==> src/rtl/karatsuba_pkg.sv <==
// Shared types and width helpers for the sequential Karatsuba multiplier.
package karatsuba_pkg;

  typedef enum logic [2:0] {
    IDLE,
    MUL_X,
    MUL_Y,
    MUL_Z,
    DONE
  } state_t;

  // Low half is the larger one when N is odd.
  function automatic int lo_w(input int n);
    return n / 2 + n % 2;
  endfunction

  function automatic int hi_w(input int n);
    return n - lo_w(n);
  endfunction

  function automatic int mul_w(input int n);
    return lo_w(n) + 1;
  endfunction

endpackage

==> src/rtl/karatsuba_seq_mul.sv <==
// Combinational W x W -> 2W unsigned multiplier shared by the Karatsuba controller.
module karatsuba_seq_mul #(
  parameter int W = 5
) (
  input  logic [W-1:0]   u,
  input  logic [W-1:0]   v,
  output logic [2*W-1:0] r
);

  assign r = (2*W)'(u) * (2*W)'(v);

endmodule

==> src/rtl/karatsuba_seq_ctrl.sv <==
// Sequential Karatsuba multiplier behind a valid/ready stream, one shared half-width multiplier.
// Define KARATSUBA_SEQ_OPREG_EN to register the multiplier operands (two cycles per partial product).
module karatsuba_seq_ctrl
  import karatsuba_pkg::*;
#(
  parameter int N = 8
) (
  input  logic           clk,
  input  logic           rst_n,
  input  logic           in_valid,
  output logic           in_ready,
  input  logic [N-1:0]   u,
  input  logic [N-1:0]   v,
  output logic           out_valid,
  input  logic           out_ready,
  output logic [2*N-1:0] r,
  output logic           busy
);

  localparam int H  = lo_w(N);
  localparam int L  = hi_w(N);
  localparam int M  = mul_w(N);
  localparam int RW = 2 * N;

  state_t state, state_nx;

  logic [L-1:0]   a, c;
  logic [H-1:0]   b, d;
  logic [2*L-1:0] px;
  logic [2*H-1:0] py;
  logic [M-1:0]   sel_u, sel_v, mul_u, mul_v;
  logic [2*M-1:0] prod, zxy;
  logic [RW-1:0]  r_full;
  logic           cap;
  logic           accept;

  assign in_ready  = (state == IDLE) || ((state == DONE) && out_ready);
  assign accept    = in_valid && in_ready;
  assign out_valid = (state == DONE);
  assign busy      = (state != IDLE);

  always_comb begin
    sel_u = '0;
    sel_v = '0;
    case (state)
      MUL_X: begin
        sel_u = M'(a);
        sel_v = M'(c);
      end
      MUL_Y: begin
        sel_u = M'(b);
        sel_v = M'(d);
      end
      MUL_Z: begin
        sel_u = M'(a) + M'(b);
        sel_v = M'(c) + M'(d);
      end
      default: ;
    endcase
  end

`ifdef KARATSUBA_SEQ_OPREG_EN
  logic [M-1:0] op_u, op_v;
  logic         phase;

  // Phase 0 issues operands into the registers, phase 1 captures the product.
  always_ff @(posedge clk or negedge rst_n) begin
    if (!rst_n) begin
      op_u  <= '0;
      op_v  <= '0;
      phase <= 1'b0;
    end else begin
      op_u  <= sel_u;
      op_v  <= sel_v;
      phase <= (state == MUL_X || state == MUL_Y || state == MUL_Z) ? ~phase : 1'b0;
    end
  end

  assign mul_u = op_u;
  assign mul_v = op_v;
  assign cap   = phase;
`else
  assign mul_u = sel_u;
  assign mul_v = sel_v;
  assign cap   = 1'b1;
`endif

  karatsuba_seq_mul #(.W(M)) u_mul (
    .u (mul_u),
    .v (mul_v),
    .r (prod)
  );

  // Middle term z-x-y is never negative, so plain modular subtraction suffices;
  // recombination mod 2^2N matches the 2N+2-bit sum truncated to 2N.
  always_comb begin
    zxy    = prod - (2*M)'(px) - (2*M)'(py);
    r_full = (RW'(px) << (2 * H)) + (RW'(zxy) << H) + RW'(py);
  end

  always_comb begin
    state_nx = state;
    case (state)
      IDLE:    if (in_valid) state_nx = MUL_X;
      MUL_X:   if (cap) state_nx = MUL_Y;
      MUL_Y:   if (cap) state_nx = MUL_Z;
      MUL_Z:   if (cap) state_nx = DONE;
      DONE:    if (out_ready) state_nx = in_valid ? MUL_X : IDLE;
      default: state_nx = IDLE;
    endcase
  end

  always_ff @(posedge clk or negedge rst_n) begin
    if (!rst_n) state <= IDLE;
    else        state <= state_nx;
  end

  always_ff @(posedge clk or negedge rst_n) begin
    if (!rst_n) begin
      a  <= '0;
      b  <= '0;
      c  <= '0;
      d  <= '0;
      px <= '0;
      py <= '0;
      r  <= '0;
    end else begin
      if (accept) begin
        a <= u[N-1:H];
        b <= u[H-1:0];
        c <= v[N-1:H];
        d <= v[H-1:0];
      end
      if (state == MUL_X && cap) px <= prod[2*L-1:0];
      if (state == MUL_Y && cap) py <= prod[2*H-1:0];
      if (state == MUL_Z && cap) r  <= r_full;
    end
  end

endmodule
==> config.mk <==
export PLATFORM = sky130hd
export DESIGN_NAME = karatsuba_seq_ctrl
export DESIGN_NICKNAME = d
export VERILOG_FILES = /design/src/rtl/karatsuba_pkg.sv /design/src/rtl/karatsuba_seq_mul.sv /design/src/rtl/karatsuba_seq_ctrl.sv
export SDC_FILE = /design/constraint.sdc
export NUM_CORES = 1
export LEC_CHECK = 0
export BUFFER_PORTS_ARGS = -buffer_cell sky130_fd_sc_hd__buf_2
export CORE_MARGIN = 2
export CORE_UTILIZATION = 60
export CTS_BUF_LIST = sky130_fd_sc_hd__clkbuf_16
export DETAILED_ROUTE_END_ITERATION = 6
export PLACE_DENSITY = 0.83
export SETUP_SLACK_MARGIN = 0.3
export SLEW_MARGIN = 20
export SYNTH_ARGS = -nofsm -noshare
export SYNTH_HDL_FRONTEND = slang
export SYNTH_SLANG_ARGS = --single-unit
export TNS_END_PERCENT = 30
==> constraint.sdc <==
create_clock -name clk -period 11 [get_ports clk]
set_input_delay 2.2 -clock clk [delete_from_list [all_inputs] [get_ports clk]]
set_output_delay 2.2 -clock clk [all_outputs]
set_load 0.01 [all_outputs]
==> metrics <==
run status completed; number of input and output port buffers inserted 38; CTS Buf Count 5; synthesized-area fraction occupied by ao, oa, aoi and oai cells 0.1496; cell type with the largest total area after synthesis dfrtp_1; basic-gate share of the synthesized area counting and, or, nand and nor cells 0.1307; largest family of logic cells by synthesized area adder cells; DRC violation total after the first TritonRoute iteration 229; TritonRoute pass-1 iters 5; Top delay family on crit path adder cells; worst-case clock buffer depth 2; post-synthesis average cell area 9.793 µm²; worst slew margin relative to its limit 0.5150; post-route minimum period 7.715 ns; detail-routed net length per standard cell 15.51 µm; area share of fa/ha/maj cells after synthesis 0.2299; num ports 39; antenna violations before repair 0; EDFF count, synth 0; number of buffers inserted by hold repair at cts 0; leading cell types by total area after synthesis dfrtp_1 (30%), ha_1 (13%), fa_1 (9.6%), mux2_2 (7.5%), o21ai_0 (3.7%); Critical Path Start Type register; cell mode on critical path fa_1; Max Slew Vio Count 0; Starting Density 0.6169; number of nets in the layout 546; final number of setup-violating endpoints 0; slew at the pin closest to its max-slew limit 0.7275 ns; share of the synthesized netlist area taken by xor and xnor gates 0.04806; placed wire-length estimate after detailed placement 6393 µm; Yosys Warn Count 0; layout cell share with drive strength beyond 1 0.2013; latest clock arrival within the worst-skew pair 0.30 ns; GP Congestion 0.8945; Setup Skew 0.01018 ns; global-route wire length before repair 14880 µm; RSZ-0062 raised after global routing false; delay of the slowest critical-path stage 0.81 ns; DIE HEIGHT 87.58 µm; maximum number of pins on one net before global-route repair 52; setup TNS after final layout 0 ns; worst hold-check path type register to register; Syn Nets 513; CP bufs+invs 3; number of resized instances in the post-cts repair step 0; aggregate global-route resource usage 0.2477; number of vias after detailed routing 3260; ANT nets after route 0; commonest register cell after synthesis dfrtp_1; routed via count divided by cell count 5.842; Placement Rows 30; full die area 7670 µm²; cell area after synthesis 4192 µm²; # Post-CTS Setup Buffers 0; Clk pin slew, worst setup/hold paths 0.07 ns; drt drc 0; clock root buffer master clkbuf_16; largest fanout of any net on the critical path 34; count of unique library cells instantiated by Yosys 53; critical path capture point type register; diode insertion count for antenna repair 0; Slowest-stage cell, CP dfrtp_1; fraction of synthesized cell area taken by the top area cell type 0.3045; data arrival time of the critical path 7.88 ns; Placeable Area 6794 µm²; TritonCTS clock tree done; period utilization 0.7014; post-synthesis instance total 428; CTS Sinks 51; CTS H-tree lvls 2; WL final 8656 µm; vias in the first global route 3207; horizontal die dimension 87.58 µm; share of cell area taken by muxes after synthesis 0.08000; sequential-to-total area share from yosys stat 0.3045; register bit count reported by yosys 51; grt total ovfl 0; layout overhead on the synthesized area 9.612%; timing-limited maximum frequency 129.6 MHz; critical setup path kind register to register; Hold Fails Final Rpt 0; MaxCap Viol Count 0; fraction of synthesis flops using an asynchronous set or reset pin 1.000; Crit path required time 11.17 ns
-- metrics by stage --
stage,util,hold WS [ns],instances,worst slack [ns],cell area [µm²]
2_1_floorplan,-,0.4498,428,3.904,4192
3_3_place_gp,0.6510,0.4574,550,3.657,4423
3_5_place_dp,0.6510,0.4646,550,3.343,4423
4_1_cts,0.6762,0.4804,558,3.315,4594
5_1_grt,0.6762,0.5019,558,2.713,4594
6_report,0.6762,0.4737,558,3.285,4594
-- layer usage --
metal  wire length (µm)  GRT usage  vias to the layer above
li1                   -          -                     1554
met1               3765     0.3143                     1587
met2               4317     0.4263                      103
met3                417    0.04430                       16
met4                156    0.08671                        0
met5                  0          0                        -
-- synthesized netlist by cell type, types with 4 or more instances --
master and count:
xnor2_1 16, clkbuf_1 5, ha_1 45, a21o_1 10
o21ai_0 31, buf_6 4, inv_1 39, nor3_1 6
or2_2 9, dfrtp_1 51, fa_1 20, nand3_1 8
nor2_1 31, mux2_2 28, a211oi_1 4, or2_1 6
a21oi_1 22, o21bai_1 4, nand2_1 26, xor2_1 7
a22oi_1 6
-- tightest hold or removal path, stage by stage, from the launching register on --
cell and delay, ns:
dfrtp_1 0.34, nand2_1 0.04, o21ai_0 0.06
-- sequential cells by signal, indices dropped and copies added, names as in the netlist --
register,cells
r,16
px,8
py,8
a,4
b,4
c,4
d,4
state,3
-- path summary, 6_finish.rpt --
check	from	end	slack, ns	depth (start not counted)
setup / recovery	state[1]	r[15]	3.29	26
hold / removal	r[6]	r[6]	0.47	2
setup reg to reg	state[1]	r[15]	3.29	26
hold reg to reg	r[6]	r[6]	0.47	2
max in group asynchronous	rst_n	py[6]	8.56	2
min in group asynchronous	rst_n	b[1]	2.01	2
-- placed cells by master (no fill, tap or decap), types with 2 or more instances in the layout --
| master | Yosys | final |
|---|---|---|
| a211oi_1 | 4 | 4 |
| nand4_1 | 2 | 2 |
| xor2_1 | 7 | 7 |
| inv_1 | 39 | 39 |
| a31oi_1 | 3 | 3 |
| dfrtp_1 | 51 | 51 |
| o21ai_1 | 2 | 2 |
| o21bai_1 | 4 | 4 |
| buf_2 | 3 | 38 |
| buf_4 | 2 | 2 |
| nor2_1 | 31 | 31 |
| mux2i_1 | 2 | 2 |
| a22oi_1 | 6 | 6 |
| and2b_1 | 2 | 2 |
| and3_1 | 3 | 3 |
| or2_2 | 9 | 9 |
| o21ai_0 | 31 | 31 |
| clkbuf_16 | 0 | 5 |
| a21oi_1 | 22 | 22 |
| ha_1 | 45 | 45 |
| nand2b_1 | 3 | 3 |
| fa_1 | 20 | 20 |
| or2_1 | 6 | 6 |
| a21o_1 | 10 | 10 |
| nor3b_1 | 3 | 3 |
| mux2_2 | 28 | 28 |
| nand3_1 | 8 | 8 |
| or3_1 | 3 | 3 |
| nor3_1 | 6 | 6 |
| xnor2_1 | 16 | 16 |
| nand2_1 | 26 | 26 |
| nand3b_1 | 2 | 2 |
-- kinds of logic (layout without fill, tap and decap cells) --
group | after synthesis | count (layout)
flip-flops | 51 | 51
AND/OR/NAND/NOR | 109 | 109
buffers and inverters | 53 | 87
AO/OA/AOI/OAI | 97 | 97
adder cells (fa/ha/maj) | 65 | 65
multiplexers | 30 | 30
XOR/XNOR | 23 | 23
-- cell type report --
class | count | area (µm²)
Timing Repair Buffer | 40 | 205.2
Clock inverter | 3 | 46.29
Multi-Input combinational cell | 324 | 2675
Clock buffer | 5 | 125.1
Sequential cell | 51 | 1276
Fill cell | 506 | 2200
Tap cell | 96 | 120.1
Inverter | 39 | 146.4
Power is left out: the tool's default activity adds up to more than one toggle a clock period on the data nets, which glitch-free logic cannot reach.
